===== src/rtl/truth_table_capture_pkg.sv =====
// Shared types and sizing helpers for the truth-table capture harness.
// Optional macro SIG_CHECK_EN enables the signature comparator in the top level.
package tt_capture_pkg;

   typedef enum logic [1:0] {IDLE, DRIVE, DONE} tt_state_e;

   localparam int N_INPUTS_DEF = 7;
   localparam int SETTLE_MAX   = 15;

   function automatic int tt_width(input int n);
      return 1 << n;
   endfunction

endpackage


===== src/rtl/truth_table_capture_if.sv =====
// Truth-table output handshake from the capture stage to the classification/logging stage.
// The match flag exists only when SIG_CHECK_EN is defined.
interface truth_table_capture_if
   import tt_capture_pkg::*;
#(
   parameter int TT_W = tt_width(N_INPUTS_DEF)
) ();

   logic            tt_valid;
   logic            tt_ready;
   logic [TT_W-1:0] tt_data;
`ifdef SIG_CHECK_EN
   logic            match;
`endif

   modport master (
      output tt_valid,
      output tt_data,
`ifdef SIG_CHECK_EN
      output match,
`endif
      input  tt_ready
   );

   modport slave (
      input  tt_valid,
      input  tt_data,
`ifdef SIG_CHECK_EN
      input  match,
`endif
      output tt_ready
   );

endinterface


===== src/rtl/truth_table_capture_sequencer.sv =====
// Vector sequencer: walks idx through 0..TT_W-1, holding each vector for
// SETTLE_CYCLES extra cycles before raising the sample strobe.
module tt_vector_sequencer
   import tt_capture_pkg::*;
#(
   parameter int N_INPUTS      = N_INPUTS_DEF,
   parameter int SETTLE_CYCLES = 0
) (
   input  logic                clk,
   input  logic                rst_n,
   input  logic                load,
   input  logic                run,
   output logic [N_INPUTS-1:0] fn_x,
   output logic                sample,
   output logic                last
);

   localparam int TT_W = tt_width(N_INPUTS);
   localparam int IW   = N_INPUTS + 1;
   localparam int SW   = $clog2(SETTLE_MAX + 1);

   localparam logic [SW-1:0] SETTLE_LD = SW'(SETTLE_CYCLES);
   localparam logic [IW-1:0] LAST_IDX  = IW'(TT_W - 1);

   logic [IW-1:0] idx_q;
   logic [SW-1:0] settle_q;

   // idx stops on the last vector instead of wrapping; the FSM leaves DRIVE there.
   always_ff @(posedge clk or negedge rst_n) begin
      if (!rst_n) begin
         idx_q    <= '0;
         settle_q <= '0;
      end else if (load) begin
         idx_q    <= '0;
         settle_q <= SETTLE_LD;
      end else if (run) begin
         if (settle_q != '0) begin
            settle_q <= settle_q - 1'b1;
         end else if (!last) begin
            idx_q    <= idx_q + 1'b1;
            settle_q <= SETTLE_LD;
         end
      end
   end

   assign sample = run && (settle_q == '0);
   assign last   = (idx_q == LAST_IDX);
   assign fn_x   = idx_q[N_INPUTS-1:0];

endmodule


===== src/rtl/truth_table_capture.sv =====
// Sweeps a combinational function over all input vectors and hands out its truth table.
// Define SIG_CHECK_EN to add the EXPECTED comparator and the match flag.
module truth_table_capture
   import tt_capture_pkg::*;
#(
   parameter int N_INPUTS      = N_INPUTS_DEF,
   parameter int SETTLE_CYCLES = 0
`ifdef SIG_CHECK_EN
   ,
   parameter logic [tt_width(N_INPUTS)-1:0] EXPECTED = '0
`endif
) (
   input  logic                  clk,
   input  logic                  rst_n,
   input  logic                  start,
   output logic                  busy,
   output logic [N_INPUTS-1:0]   fn_x,
   input  logic                  fn_out,
   truth_table_capture_if.master tt
);

   localparam int TT_W = tt_width(N_INPUTS);

   tt_state_e       state_q, state_d;
   logic            load, run, sample, last, handshake;
   logic [TT_W-1:0] tt_q, tt_next;

   tt_vector_sequencer #(
      .N_INPUTS      (N_INPUTS),
      .SETTLE_CYCLES (SETTLE_CYCLES)
   ) u_seq (
      .clk    (clk),
      .rst_n  (rst_n),
      .load   (load),
      .run    (run),
      .fn_x   (fn_x),
      .sample (sample),
      .last   (last)
   );

   always_ff @(posedge clk or negedge rst_n) begin
      if (!rst_n) state_q <= IDLE;
      else        state_q <= state_d;
   end

   always_comb begin
      state_d = state_q;
      load    = 1'b0;
      case (state_q)
         IDLE:    if (start) begin
                     state_d = DRIVE;
                     load    = 1'b1;
                  end
         DRIVE:   if (sample && last) state_d = DONE;
         DONE:    if (tt.tt_ready) state_d = IDLE;
         default: state_d = IDLE;
      endcase
   end

   assign run       = (state_q == DRIVE);
   assign busy      = (state_q != IDLE);
   assign handshake = (state_q == DONE) && tt.tt_ready;

   // Unwritten bits keep the previous sweep's values; only valid in DONE.
   always_comb begin
      tt_next = tt_q;
      if (sample) tt_next[fn_x] = fn_out;
   end

   always_ff @(posedge clk or negedge rst_n) begin
      if (!rst_n) tt_q <= '0;
      else        tt_q <= tt_next;
   end

   assign tt.tt_valid = (state_q == DONE);
   assign tt.tt_data  = tt_q;

`ifdef SIG_CHECK_EN
   logic match_q;

   // Compare the table including the final bit so match lines up with tt_valid.
   always_ff @(posedge clk or negedge rst_n) begin
      if (!rst_n)              match_q <= 1'b0;
      else if (sample && last) match_q <= (tt_next == EXPECTED);
      else if (handshake)      match_q <= 1'b0;
   end

   assign tt.match = match_q;
`endif

endmodule

===== src/flat_wrapper.sv =====
// flat-port wrapper written by rule: the top's interface ports become plain ports
module truth_table_capture_flat import tt_capture_pkg::*;
#(
   parameter int N_INPUTS      = N_INPUTS_DEF,
   parameter int SETTLE_CYCLES = 0

)
  (clk, rst_n, start, busy, fn_x, fn_out, tt_tt_valid, tt_tt_data, tt_tt_ready);
  truth_table_capture_if tt_i ();
  input  logic clk;
  input  logic rst_n;
  input  logic start;
  output logic busy;
  output logic [N_INPUTS-1:0] fn_x;
  input  logic fn_out;
  output wire logic [$bits(tt_i.tt_valid)-1:0] tt_tt_valid;
  output wire logic [$bits(tt_i.tt_data)-1:0] tt_tt_data;
  input wire logic [$bits(tt_i.tt_ready)-1:0] tt_tt_ready;
  assign tt_tt_valid = tt_i.tt_valid;
  assign tt_tt_data = tt_i.tt_data;
  assign tt_i.tt_ready = tt_tt_ready;
  truth_table_capture #(.N_INPUTS(N_INPUTS), .SETTLE_CYCLES(SETTLE_CYCLES)) u_core (.clk(clk), .rst_n(rst_n), .start(start), .busy(busy), .fn_x(fn_x), .fn_out(fn_out), .tt(tt_i));
endmodule

===== config.mk =====
export PLATFORM = sky130hd
export DESIGN_NAME = truth_table_capture_flat
export DESIGN_NICKNAME = d
export VERILOG_FILES = /design/src/rtl/truth_table_capture_pkg.sv /design/src/rtl/truth_table_capture_if.sv /design/src/rtl/truth_table_capture_sequencer.sv /design/src/rtl/truth_table_capture.sv /design/src/flat_wrapper.sv
export SDC_FILE = /design/constraint.sdc
export NUM_CORES = 1
export LEC_CHECK = 0
export BUFFER_PORTS_ARGS = -buffer_cell sky130_fd_sc_hd__buf_2
export CAP_MARGIN = 10
export CORE_MARGIN = 2
export CORE_UTILIZATION = 54
export CTS_CLUSTER_DIAMETER = 60
export DETAILED_ROUTE_END_ITERATION = 10
export PLACE_DENSITY = 0.84
export SLEW_MARGIN = 20
export SYNTH_ARGS = -nofsm -noshare
export SYNTH_HDL_FRONTEND = slang
export SYNTH_HIERARCHICAL = 1
export SYNTH_SLANG_ARGS = --single-unit

===== constraint.sdc =====
create_clock -name clk -period 2.9 [get_ports clk]
set_input_delay 0.29 -clock clk [delete_from_list [all_inputs] [get_ports clk]]
set_output_delay 0.29 -clock clk [all_outputs]
set_load 0.02 [all_outputs]

==> impl_results.html <==
<table>
<tr><th>Metric</th><th>Value</th></tr>
<tr><th colspan="2">Outcome</th></tr>
<tr><td>Status</td><td>completed</td></tr>
<tr><th colspan="2">Synth</th></tr>
<tr><td>Number of flops mapped to enable cells by yosys</td><td>0</td></tr>
<tr><td>Commonest register cell after synthesis</td><td>sky130_fd_sc_hd__dfrtp_1</td></tr>
<tr><td>Synth Warn #</td><td>6</td></tr>
<tr><td>Sequential element share of the synthesized area</td><td>about 53%</td></tr>
<tr><td>Fraction of synthesis flops using an asynchronous set or reset pin</td><td>100.0%</td></tr>
<tr><td>Number of flip-flops and latches in the synthesized netlist</td><td>142</td></tr>
<tr><td>Synthesized area per cell</td><td>12.12 µm²</td></tr>
<tr><td>Post-synthesis cell area</td><td>6749 µm²</td></tr>
<tr><td>Distinct cells, synth</td><td>48</td></tr>
<tr><td>Cells after synthesis</td><td>between 500 and 600</td></tr>
<tr><td>Synth Net Count</td><td>565</td></tr>
<tr><th colspan="2">Floorplanning</th></tr>
<tr><td>Initial Util</td><td>55.72%</td></tr>
<tr><td>Die boundary width</td><td>115.8 µm</td></tr>
<tr><td>Area of the die</td><td>13,410 µm²</td></tr>
<tr><td>Placeable core area</td><td>12,110 µm²</td></tr>
<tr><td>Row Count</td><td>40</td></tr>
<tr><td>Io pins</td><td>142</td></tr>
<tr><td>Die extent in y</td><td>115.8 µm</td></tr>
<tr><th colspan="2">Worst setup path</th></tr>
<tr><td>Kind of end point of the critical path</td><td>flip-flop</td></tr>
<tr><td>Critical Path AT</td><td>2920 ps</td></tr>
<tr><td>Start-to-end type of the worst setup path</td><td>flip-flop to flip-flop</td></tr>
<tr><td>Register-to-register setup slack</td><td>about 280 ps</td></tr>
<tr><td>Highest fanout seen on the critical path</td><td>18</td></tr>
<tr><td>Required @ worst endpoint</td><td>3200 ps</td></tr>
<tr><td>Worst setup SP type</td><td>flip-flop</td></tr>
<tr><th colspan="2">Clock network</th></tr>
<tr><td>H-tree levels</td><td>4</td></tr>
<tr><td>TritonCTS clock tree</td><td>done</td></tr>
<tr><td>CTS clk-pin slew, worst paths</td><td>60 ps</td></tr>
<tr><td>Insertion delay to the later sink of the worst-skew pair</td><td>420 ps</td></tr>
<tr><td>Bufs on Longest Clock Path</td><td>2</td></tr>
<tr><td>Number of gates given a new drive strength after cts</td><td>0</td></tr>
<tr><td>CTS root buf</td><td>sky130_fd_sc_hd__clkbuf_16</td></tr>
<tr><td>Clk sink count</td><td>142</td></tr>
<tr><td>Number of clock buffers inserted by TritonCTS</td><td>17</td></tr>
<tr><th colspan="2">Global routing</th></tr>
<tr><td>First-pass GRT wire length</td><td>25,220 µm</td></tr>
<tr><td>Via count of the first global-routing pass</td><td>4,800</td></tr>
<tr><td>Global-route total usage across every layer</td><td>roughly 24%</td></tr>
<tr><td>Global route total overflow</td><td>0</td></tr>
<tr><td>Initial antenna violation count</td><td>0</td></tr>
<tr><td>Pin count of the biggest net entering global routing</td><td>129</td></tr>
<tr><th colspan="2">Final layout</th></tr>
<tr><td>Area overhead of the layout relative to synthesis</td><td>19.08%</td></tr>
<tr><td>Fraction of final layout cells sized beyond drive strength 1</td><td>between 40% and 50%</td></tr>
<tr><td>Area of all sequential standard cells</td><td>3553 µm²</td></tr>
<tr><td>Most common library cell in the layout ignoring fill and taps</td><td>sky130_fd_sc_hd__dfrtp_1</td></tr>
<tr><td># fillers</td><td>roughly 900</td></tr>
<tr><td>Number of inserted diodes</td><td>0</td></tr>
<tr><td>Number of nets in the final layout</td><td>686</td></tr>
<tr><td>Most used cells in the layout excluding fill and tap cells</td><td>sky130_fd_sc_hd__dfrtp_1, sky130_fd_sc_hd__buf_2, sky130_fd_sc_hd__nand2_1, sky130_fd_sc_hd__mux2_2, sky130_fd_sc_hd__nor2_1</td></tr>
<tr><td>Area occupied by multi-input gates</td><td>approximately 2900 µm²</td></tr>
<tr><th colspan="2">Pwr</th></tr>
<tr><td>Ratio of total power to cell area</td><td>between 800 and 900 nW/µm²</td></tr>
<tr><td>Leak pwr</td><td>3.669 nW</td></tr>
<tr><td>Worst voltage drop across the vdd grid</td><td>0.4384 mV</td></tr>
<tr><th colspan="2">STA</th></tr>
<tr><td>Final worst setup slack</td><td>275.1 ps</td></tr>
<tr><td>Tightest Pin Transition</td><td>about 960 ps</td></tr>
<tr><td>Setup violation total in the final timing report</td><td>0</td></tr>
<tr><td>Total negative slack for setup checks</td><td>0 ps</td></tr>
<tr><td>Fin crit share</td><td>slightly above 90%</td></tr>
<tr><td>Highest clock rate</td><td>381.0 MHz</td></tr>
<tr><td>Slew Limit Fails</td><td>0</td></tr>
<tr><td>Worst-case clock skew</td><td>between 8 and 9 ps</td></tr>
<tr><td>RSZ-0062 raised after global routing</td><td>no</td></tr>
<tr><td>Worst relative slew slack</td><td>36.33%</td></tr>
<tr><td>Final min period</td><td>2625 ps</td></tr>
<tr><td>Fin. Hold Viols</td><td>0</td></tr>
<tr><th colspan="2">Routing</th></tr>
<tr><td>Routed wire length per instance</td><td>18.16 µm</td></tr>
<tr><td>Count of TritonRoute iterations in the first routing pass</td><td>5</td></tr>
<tr><td>Initial detailed-routing violation count</td><td>401</td></tr>
<tr><td>Total wire length after detailed routing</td><td>around 16,000 µm</td></tr>
<tr><td>Residual antenna-violating net count after detailed routing</td><td>0</td></tr>
<tr><td>DRC Markers</td><td>0</td></tr>
<tr><td>Via count</td><td>4,773</td></tr>
<tr><td>Vias per inst</td><td>5.556</td></tr>
<tr><th colspan="2">Place</th></tr>
<tr><td>Placement Setup Slack</td><td>303.9 ps</td></tr>
<tr><td>Final weighted congestion in routability-driven placement</td><td>0.7972</td></tr>
<tr><td>Number of buffers inserted by port buffering</td><td>141</td></tr>
<tr><td>HPWL after DPL</td><td>10,070 µm</td></tr>
<tr><th colspan="2">Job</th></tr>
<tr><td>MaxCap Viol Count</td><td>0</td></tr>
<tr><th colspan="2">Hold path</th></tr>
<tr><td>Class of the most critical hold timing path</td><td>primary input to flip-flop</td></tr>
</table>
-- registers in the layout (all words and copies together), names as in the netlist --
register and cells:
u_core/u_seq/idx_q 8, u_core/state_q 2, u_core/u_seq/settle_q 4, u_core/tt.tt_data 128
-- repair_timing --
item | CTS | global route
setup buffers | 0 | 0
endpoints found under the hold margin | 83 | 0
hold buffers | 1 | 0
setup endpoints to repair | 0 | 0
-- path summary, 6_finish.rpt --
kind	start	endpoint	cells after the start
max in group asynchronous	rst_n	u_core/u_seq/settle_q[1]	3
min	start	u_core/state_q[0]	3
max reg2reg	u_core/state_q[0]	u_core/tt.tt_data[88]	6
min reg2reg	u_core/state_q[1]	u_core/state_q[0]	1
max	u_core/state_q[0]	u_core/tt.tt_data[88]	6
min in group asynchronous	rst_n	u_core/tt.tt_data[19]	2
-- cells in the mapped netlist (5+ instances only) --
cell type / n / share of area (%)
sky130_fd_sc_hd__dfrtp_1: 142 / 53
sky130_fd_sc_hd__nand2_1: 89 / 4.9
sky130_fd_sc_hd__mux2_2: 85 / 14
sky130_fd_sc_hd__nor2_1: 48 / 2.7
sky130_fd_sc_hd__mux2_1: 43 / 7.2
sky130_fd_sc_hd__clkbuf_1: 20 / 1.1
sky130_fd_sc_hd__buf_2: 12 / 0.89
sky130_fd_sc_hd__buf_4: 10 / 1.1
sky130_fd_sc_hd__nor3_1: 9 / 0.67
sky130_fd_sc_hd__buf_6: 8 / 1.3
sky130_fd_sc_hd__a21oi_1: 6 / 0.44
sky130_fd_sc_hd__and4bb_2: 5 / 0.93
sky130_fd_sc_hd__inv_1: 5 / 0.28
sky130_fd_sc_hd__nand4_1: 5 / 0.46
sky130_fd_sc_hd__nor4b_4: 5 / 1.8
-- cells by family after synthesis --
logic type	Yosys count	share of synthesized area (%)
multiplexers	131	21.80
adder cells (fa/ha/maj)	3	0.5562
AO/OA/AOI/OAI	15	1.687
flip-flops	142	52.65
AND/OR/NAND/NOR	207	17.96
XOR/XNOR	3	0.3894
buffers and inverters	56	4.950
-- layer usage --
metal | wire length (µm) | share of wire (%) | up-vias | GRT usage [%]
met5 | 0 | 0 | - | 0
li1 | - | - | 2168 | -
met1 | 6661 | 43 | 2365 | 31.77
met2 | 7534 | 48 | 209 | 39.92
met4 | 364 | 2.3 | 0 | 8.333
met3 | 1037 | 6.6 | 31 | 6.799
-- power by group --
part           total, mW  switching [mW]  internal [mW]
Combinational       2.06            1.28          0.784
Sequential          2.83           0.458           2.37
Clock               2.05           0.808           1.25
Total               6.95            2.54           4.40
-- stage by stage --
stage | util [%] | power (mW) | hold WS (ps) | std cells | cell area (µm²)
after floorplan | - | 4.320 | -5.591 | 557 | 6749
after global placement | 61.62 | 4.797 | 382.0 | 826 | 7463
after detailed placement | 61.62 | 4.908 | 394.2 | 826 | 7463
after CTS | 66.35 | 6.992 | 150.4 | 859 | 8036
after global routing | 66.35 | 7.315 | 152.0 | 859 | 8036
final | 66.35 | 6.946 | 164.0 | 859 | 8036
-- worst max-delay path, cell delays in order (launching register included) --
cell and delay (ps):
sky130_fd_sc_hd__dfrtp_1 390, sky130_fd_sc_hd__nor2b_1 360, sky130_fd_sc_hd__and4bb_1 480, sky130_fd_sc_hd__buf_4 290, sky130_fd_sc_hd__or4b_4 500, sky130_fd_sc_hd__nor2_1 130
sky130_fd_sc_hd__mux2_2 360
-- cell type report --
| type | count | area share [%] |
|---|---|---|
| sequential | 142 | 44.22 |
| timing repair buffer | 153 | 10.32 |
| inverter | 5 | 0.2335 |
| clock inverter | 9 | 1.059 |
| tap | 168 | 2.616 |
| multi-input combinational | 359 | 35.61 |
| clock buffer | 23 | 5.947 |
Note: power is estimated with default switching activity, not from simulation.
